===== src/rtl/calc_pkg.sv =====
// Shared constants for the calculator front end: debounce default and the
// bit positions used when the five push-buttons are handled as a vector.
package calc_pkg;

  localparam int DEBOUNCE_CYCLES_DEF = 1000000;  // 10 ms at 100 MHz

  localparam int NUM_BTN = 5;
  localparam int BTN_C   = 0;
  localparam int BTN_L   = 1;
  localparam int BTN_U   = 2;
  localparam int BTN_R   = 3;
  localparam int BTN_D   = 4;

  localparam int SW_W    = 16;

endpackage


===== src/rtl/btn_debounce.sv =====
// One button: 2-flop synchroniser, consecutive-cycle debounce counter,
// debounced level and a one-cycle pulse on each debounced press.
module btn_debounce #(
  parameter int DEBOUNCE_CYCLES = 1000000,
  parameter int CNT_W           = $clog2(DEBOUNCE_CYCLES)
) (
  input  logic clk,
  input  logic rst,
  input  logic raw,
  output logic level,
  output logic rise
);

  localparam logic [CNT_W-1:0] CNT_LAST = CNT_W'(DEBOUNCE_CYCLES - 1);

  logic             s1, s2;
  logic             st, prev;
  logic [CNT_W-1:0] cnt;

  always_ff @(posedge clk or posedge rst) begin
    if (rst) begin
      s1   <= 1'b0;
      s2   <= 1'b0;
      st   <= 1'b0;
      prev <= 1'b0;
      cnt  <= '0;
    end else begin
      s1   <= raw;
      s2   <= s1;
      prev <= st;
      // Any return to the current level restarts the qualification window.
      if (s2 == st) begin
        cnt <= '0;
      end else if (cnt == CNT_LAST) begin
        st  <= s2;
        cnt <= '0;
      end else begin
        cnt <= cnt + CNT_W'(1);
      end
    end
  end

  assign level = st;
  // prev and st both clear on reset, so reset release cannot fake a press.
  assign rise  = st & ~prev;

endmodule


===== src/rtl/btn_conditioner.sv =====
// Board front end: synchronises the switches and debounces the five buttons,
// giving levels for the op-select buttons and press pulses for btnu/btnd.
module btn_conditioner
  import calc_pkg::*;
#(
  parameter int DEBOUNCE_CYCLES = DEBOUNCE_CYCLES_DEF,
  parameter int CNT_W           = $clog2(DEBOUNCE_CYCLES)
) (
  input  logic            clk,
  input  logic            rst,
  input  logic            btnc_raw,
  input  logic            btnl_raw,
  input  logic            btnu_raw,
  input  logic            btnr_raw,
  input  logic            btnd_raw,
  input  logic [SW_W-1:0] sw_raw,
  output logic            btnc,
  output logic            btnl,
  output logic            btnr,
  output logic            btnu,
  output logic            btnd,
  output logic [SW_W-1:0] sw
);

  logic [NUM_BTN-1:0] raw, lvl, rise;
  logic [SW_W-1:0]    sw_s1, sw_s2;

  always_comb begin
    raw        = '0;
    raw[BTN_C] = btnc_raw;
    raw[BTN_L] = btnl_raw;
    raw[BTN_U] = btnu_raw;
    raw[BTN_R] = btnr_raw;
    raw[BTN_D] = btnd_raw;
  end

  for (genvar i = 0; i < NUM_BTN; i++) begin : g_btn
    btn_debounce #(
      .DEBOUNCE_CYCLES(DEBOUNCE_CYCLES),
      .CNT_W          (CNT_W)
    ) u_db (
      .clk  (clk),
      .rst  (rst),
      .raw  (raw[i]),
      .level(lvl[i]),
      .rise (rise[i])
    );
  end

  // Switches feed operands directly; they only need metastability protection.
  always_ff @(posedge clk or posedge rst) begin
    if (rst) begin
      sw_s1 <= '0;
      sw_s2 <= '0;
    end else begin
      sw_s1 <= sw_raw;
      sw_s2 <= sw_s1;
    end
  end

  assign btnc = lvl[BTN_C];
  assign btnl = lvl[BTN_L];
  assign btnr = lvl[BTN_R];
  assign btnu = rise[BTN_U];
  assign btnd = rise[BTN_D];
  assign sw   = sw_s2;

  logic unused_btn;
  assign unused_btn = ^{lvl[BTN_U], lvl[BTN_D], rise[BTN_C], rise[BTN_L], rise[BTN_R]};

endmodule


===== config.mk =====
export PLATFORM = sky130hd
export DESIGN_NAME = btn_conditioner
export DESIGN_NICKNAME = d
export VERILOG_FILES = /design/src/rtl/calc_pkg.sv /design/src/rtl/btn_debounce.sv /design/src/rtl/btn_conditioner.sv
export SDC_FILE = /design/constraint.sdc
export NUM_CORES = 1
export LEC_CHECK = 0
export CORE_MARGIN = 5
export CORE_UTILIZATION = 63
export CTS_BUF_LIST = sky130_fd_sc_hd__clkbuf_8
export CTS_CLUSTER_DIAMETER = 50
export DETAILED_ROUTE_END_ITERATION = 10
export PLACE_DENSITY = 0.84
export SYNTH_ARGS = -nofsm -noshare
export SYNTH_HDL_FRONTEND = slang
export SYNTH_HIERARCHICAL = 1
export SYNTH_SLANG_ARGS = --single-unit

===== constraint.sdc =====
create_clock -name clk -period 3.09 [get_ports clk]
set_clock_uncertainty 0.1 [all_clocks]
set_input_delay 0.309 -clock clk [delete_from_list [all_inputs] [get_ports clk]]
set_output_delay 0.309 -clock clk [all_outputs]
set_load 0.01 [all_outputs]

==> results.env <==
RUN_STATUS='completed'
FIRST_PASS_GRT_WIRE_LENGTH_MM=21.80
ANTENNA_FOUND_INITIAL=0
SYNTH_WARNINGS=6
POSTCTSRESIZEDCELLS=0
CRIT_CHAIN='nor4b_2 > nand2_1 > o41ai_4 > nor2_1'
INITIAL_STANDARD_CELL_UTILIZATION_OF_THE_CORE_PCT=64.38
AREA.GROWTH.SYNTH_TO_FINAL_PCT=13.92
GP_CONGESTION=0.8777
SYNTH_FP_NETS=605
SETUP.WORST_PATH.END_CLASS='flop'
H-TREE-DEPTH=4
MAX_SLEW.WORST_PIN.SLEW_PS=1025
CRITICAL_PATH.STARTPOINT_TYPE='flop'
CTS_BUFFERS=17
CRITPATHBUFINV=0
PLACE_HPWL_MM=8.695
SYNTH_CELLS=577
FINAL.PERIOD_UTILIZATION_PCT=72.20
DRV_CAP=0
ROWS=37
WORSTSETUPPATHTYPE='reg -> reg'
N_ANTENNA_CELL=0
POST-PLACE-WS_PS=870.9
PORT_BUFFERS=43
LATEST_CLOCK_ARRIVAL_WITHIN_THE_WORST_SKEW_PAIR_PS=450
LAYOUT_SETUP_WS_PS=858.9
CP_DATA_ARRIVAL_TIME_PS=2420
TOTAL_LENGTH_OF_ROUTED_WIRES_MM=12.74
SETUP_VIOL=0
CLK_PIN_SLEW_WORST_PATHS_PS=80
GR-TOTAL-OVERFLOW=0
DRT_DRC_VIOLATIONS_LEFT=0
CRITICAL_PATH_MAXIMUM_FANOUT=19
WORSTREG2REGSTART='g_btn[2].u_db/cnt[12]'
FP.DIEAREA_UM2=12650
WORST_PATH_REQUIRED_TIME_PS=3280
CORE_UM2=10280
SLOWEST_STAGE_DELAY_CP_PS=910
TOTAL_LEAKAGE_POWER_nW=3.210
IO-PIN-COUNT=44
HOLD_BUFFERS=0
VIAS_PER_STD_CELL=5.991
FIN_TNS_SETUP_PS=0
DRIVE_ABOVE_1_SHARE_PCT=11.20
POSTSYNTHAREAPERCELL_UM2=11.47
HOLD_PATH.CLASS='in -> async'
POWER_PER_CELL_AREA_nW_PER_UM2=482.0
FINAL_NET_COUNT=658
FINALHOLDVIOLCOUNT=0
R2R_SLACK_PS=860
NETLIST_AREA_UM2=6616
ACHIEVABLE-FREQUENCY_MHz=448.2
MAXSLEWVIOLCOUNT=0
CTS_ROOT_BUFFER='clkbuf_8'
WORST_IR_DROP_VDD_mV=0.4094
Y_DIMENSION_OF_THE_DIE_UM=112.5
CLOCKBUFFERDEPTH=2
DIE-WIDTH_UM=112.5
ROUTE.DETAILED.WL_PER_INST_UM=16.35
DETAILEDROUTE.FIRSTITERATIONVIOLATIONS=300
DR_TOTAL_VIAS=4667
WORST_PATH_MAX_DELAY_CELL='o41ai_4'
PIN_COUNT_OF_THE_BIGGEST_NET_ENTERING_GLOBAL_ROUTING=26
FIRST_GLOBAL_VIAS=4612
TIMING.SLEW.HEADROOM_PCT=31.45
ANTENNA_VIOLATING_NETS_REMAINING=0
MIN_PERIOD_PS=2231
CLKSINKCOUNT=149
POST-CTS-SETUP-BUFFERS=0
FIRSTDRTPASSITERS=5
REG2REG_DEPTH=4
TIMING.RR.END='g_btn[2].u_db/cnt[6]'
CTS_TREE='yes'
GRT_SETUP_UNREPAIRED='no'
GRT_USE_TOTAL_PCT=21.28
WORST_PATH_DOMINANT_CELL_FAMILY='compound AO/OA/AOI/OAI gates'
cell usage in the layout (no fill, tap or decap), drive strengths merged, types with 5 or more instances in the layout:
master and n:
nand4 25, o41ai 5, or3 10, xor2 35
o21ai 10, mux2i 5, nand3 35, inv 17
and3 15, nor4 20, xnor2 35, a21oi 25
nor3 10, nand2 35, clkdlybuf4s50 43, nor4b 10
mux2 5, or4 10, and4 15, nand4b 5
nor2 80, o31ai 10, dfrtp 149, clkbuf 20
ha 5
registers in the layout, summed over array words and instances, names as in the netlist:
register / cells
g_btn.u_db/s2: 5
g_btn.u_db/s1: 5
sw_s1: 16
g_btn.u_db/level: 5
g_btn.u_db/cnt: 100
g_btn.u_db/prev: 2
sw: 16
area by class of cell:
cell class	count	area, um2
clock buffers	20	275.3
clock inverters	12	118.9
fillers	709	2740
inverters	11	41.29
multi-input cells	407	2765
flip-flops and latches	149	3729
well taps	136	170.2
repair buffers	44	437.9
power by group:
part	switching (W)	internal [W]
Sequential	0.0000265	0.00199
Combinational	0.0000909	0.0000669
Clock	0.000742	0.000715
Total	0.000859	0.00277
how the worst max path moves through the flow:
stage	endpoint	from	slack [ps]	depth (start not counted)
5_1_grt	g_btn[1].u_db/cnt[4]	g_btn[1].u_db/cnt[10]	650	4
3_3_place_gp	g_btn[4].u_db/cnt[14]	g_btn[4].u_db/cnt[12]	990	4
2_1_floorplan	g_btn[0].u_db/cnt[10]	g_btn[0].u_db/cnt[12]	1330	5
4_1_cts	g_btn[2].u_db/cnt[13]	g_btn[2].u_db/cnt[12]	830	4
6_report	g_btn[2].u_db/cnt[6]	g_btn[2].u_db/cnt[12]	860	4
3_5_place_dp	g_btn[2].u_db/cnt[13]	g_btn[2].u_db/cnt[12]	870	4
through the flow:
step / hold slack, ps / total power (W) / cells / utilization (%) / instance area [um2]
floorplan: 210.9 / 0.002141 / 577 / - / 6616
global placement: 231.1 / 0.002209 / 747 / 69.50 / 7143
detailed placement: 234.7 / 0.002218 / 747 / 69.50 / 7143
CTS: 170.4 / 0.003679 / 779 / 73.34 / 7537
global route: 178.1 / 0.003782 / 779 / 73.34 / 7537
finish: 180.2 / 0.003633 / 779 / 73.34 / 7537
metal layers:
| metal | share of wire, % | GRT usage (%) | routed length (um) | vias up |
|---|---|---|---|---|
| met5 | 0 | 0 | 0 | - |
| li1 | - | - | - | 2175 |
| met1 | 43 | 29.18 | 5476 | 2330 |
| met4 | 1.5 | 7.772 | 195 | 0 |
| met3 | 5.7 | 4.744 | 720 | 20 |
| met2 | 50 | 33.69 | 6343 | 142 |
Power figures use the tool's default switching activity.
==> variant (config.mk and constraints unchanged) <==
Change the package constant `SW_W` from 16 to 20.
--- a/src/rtl/calc_pkg.sv
+++ b/src/rtl/calc_pkg.sv
@@ -11,7 +11,7 @@
   localparam int BTN_R   = 3;
   localparam int BTN_D   = 4;
 
-  localparam int SW_W    = 16;
+  localparam int SW_W    = 20;
 
 endpackage
 
Ports: changed (resized sw and sw_raw); port bits go from 44 to 52. The function was not compared with the original's and may differ.
==> variant against the original RTL <==
Wire length rose by 5.2%; synthesized area rose by 3.0%; maximum frequency rose by 0.63%; core utilization fell by 1.1 points; worst hold slack improved by 0.018 ns; power rose by 0.14%; sequential cell count rose by 8; setup slack improved by 0.014 ns; critical path depth did not move; first-iteration DRC count rose by 22%; non-clock buffer count rose by 7; cell area rose by 3.0%; largest power group unchanged.
==> variant: results (changes against the original RTL) <==
| Metric | Value |
|---|---|
| Worst slack at placement | 0.888 ns (+0.0172 ns) |
| Share of post-route cells with drive strength above 1 | 10.1% (-1.1 points) |
| Critical path arrival | 2.40 ns (-0.02 ns) |
| Worst hold slack | 0.198 ns (+0.0177 ns) |
| Drt first-iter violations | 365 (+22%) |
| Crit. Startpoint | g_btn[1].u_db/cnt[10] |
| Global placement routability congestion | 0.876 (-0.18%) |
| Met1 Wirelength | 5680 microns (+3.8%) |
| HPWL Detailed | 9270 microns (+6.7%) |
| Hold Path Class | input port to register |
| Fin. max-slew vios | 0 (unchanged) |
| Post-Syn Instances | 585 (+1.4%) |
| Port buffer count | 51 (+19%) |
| DR vias/cell | 5.97 (-0.27%) |
| WL met3 | 606 microns (-16%) |
| M1 GR Usage | 28.9% (-0.26 points) |
| Status | finished clean |
| Final worst slack | 0.873 ns (+0.0140 ns) |
| Maximum VDD drop | 361 uV (-12%) |
| Total GRT Usage | 22.2% (+0.94 points) |
| Post-place instance area | 7420 sq um (+3.9%) |
| Global-route wire length before repair | 22800 microns (+4.7%) |
| GR met3 Demand/Resource | 5.78% (+1.0 points) |
| Met2 WL | 6900 microns (+8.8%) |
| GRT met2 Usage | 36.3% (+2.6 points) |
| Worst slew pin tran | 1.03 ns (+0.00307 ns) |
| Pin count of the biggest net entering global routing | 41 (+58%) |
| Vias in the first global route | 4851 (+5.2%) |
| Leak Pwr | 3.31 nW (+3.3%) |
## variant: path summary, 6_finish.rpt
path                                         end  depth (start not counted)
min reg2reg                     g_btn[0].u_db/s2                          0
max reg2reg                 g_btn[1].u_db/cnt[5]                          4
min in group asynchronous  g_btn[1].u_db/cnt[11]                          2
min                                    sw_s1[19]                          1
max                         g_btn[1].u_db/cnt[5]                          4
max in group asynchronous   g_btn[4].u_db/cnt[1]                          2
## variant: layout make-up
cell class                 count  area (sq um)
multi-input combinational    407          2770
fill                         775          2980
clock buffer                  19           262
clock inverter                11          82.6
timing repair buffer          51           510
sequential                   157          3930
inverter                      11          41.3
tap                          140           175
## variant: power by group
group | switching (mW) | total, mW | internal [mW]
sequential | 0.0263 | 2.13 | 2.10
clock | 0.685 | 1.34 | 0.653
combinational | 0.0970 | 0.172 | 0.0747
## variant: critical path: stages (launching register included)
cell and delay [ns]:
dfrtp_1 0.44, nor4_1 0.32, nand2_1 0.16, o41ai_4 0.91, nor2_1 0.13
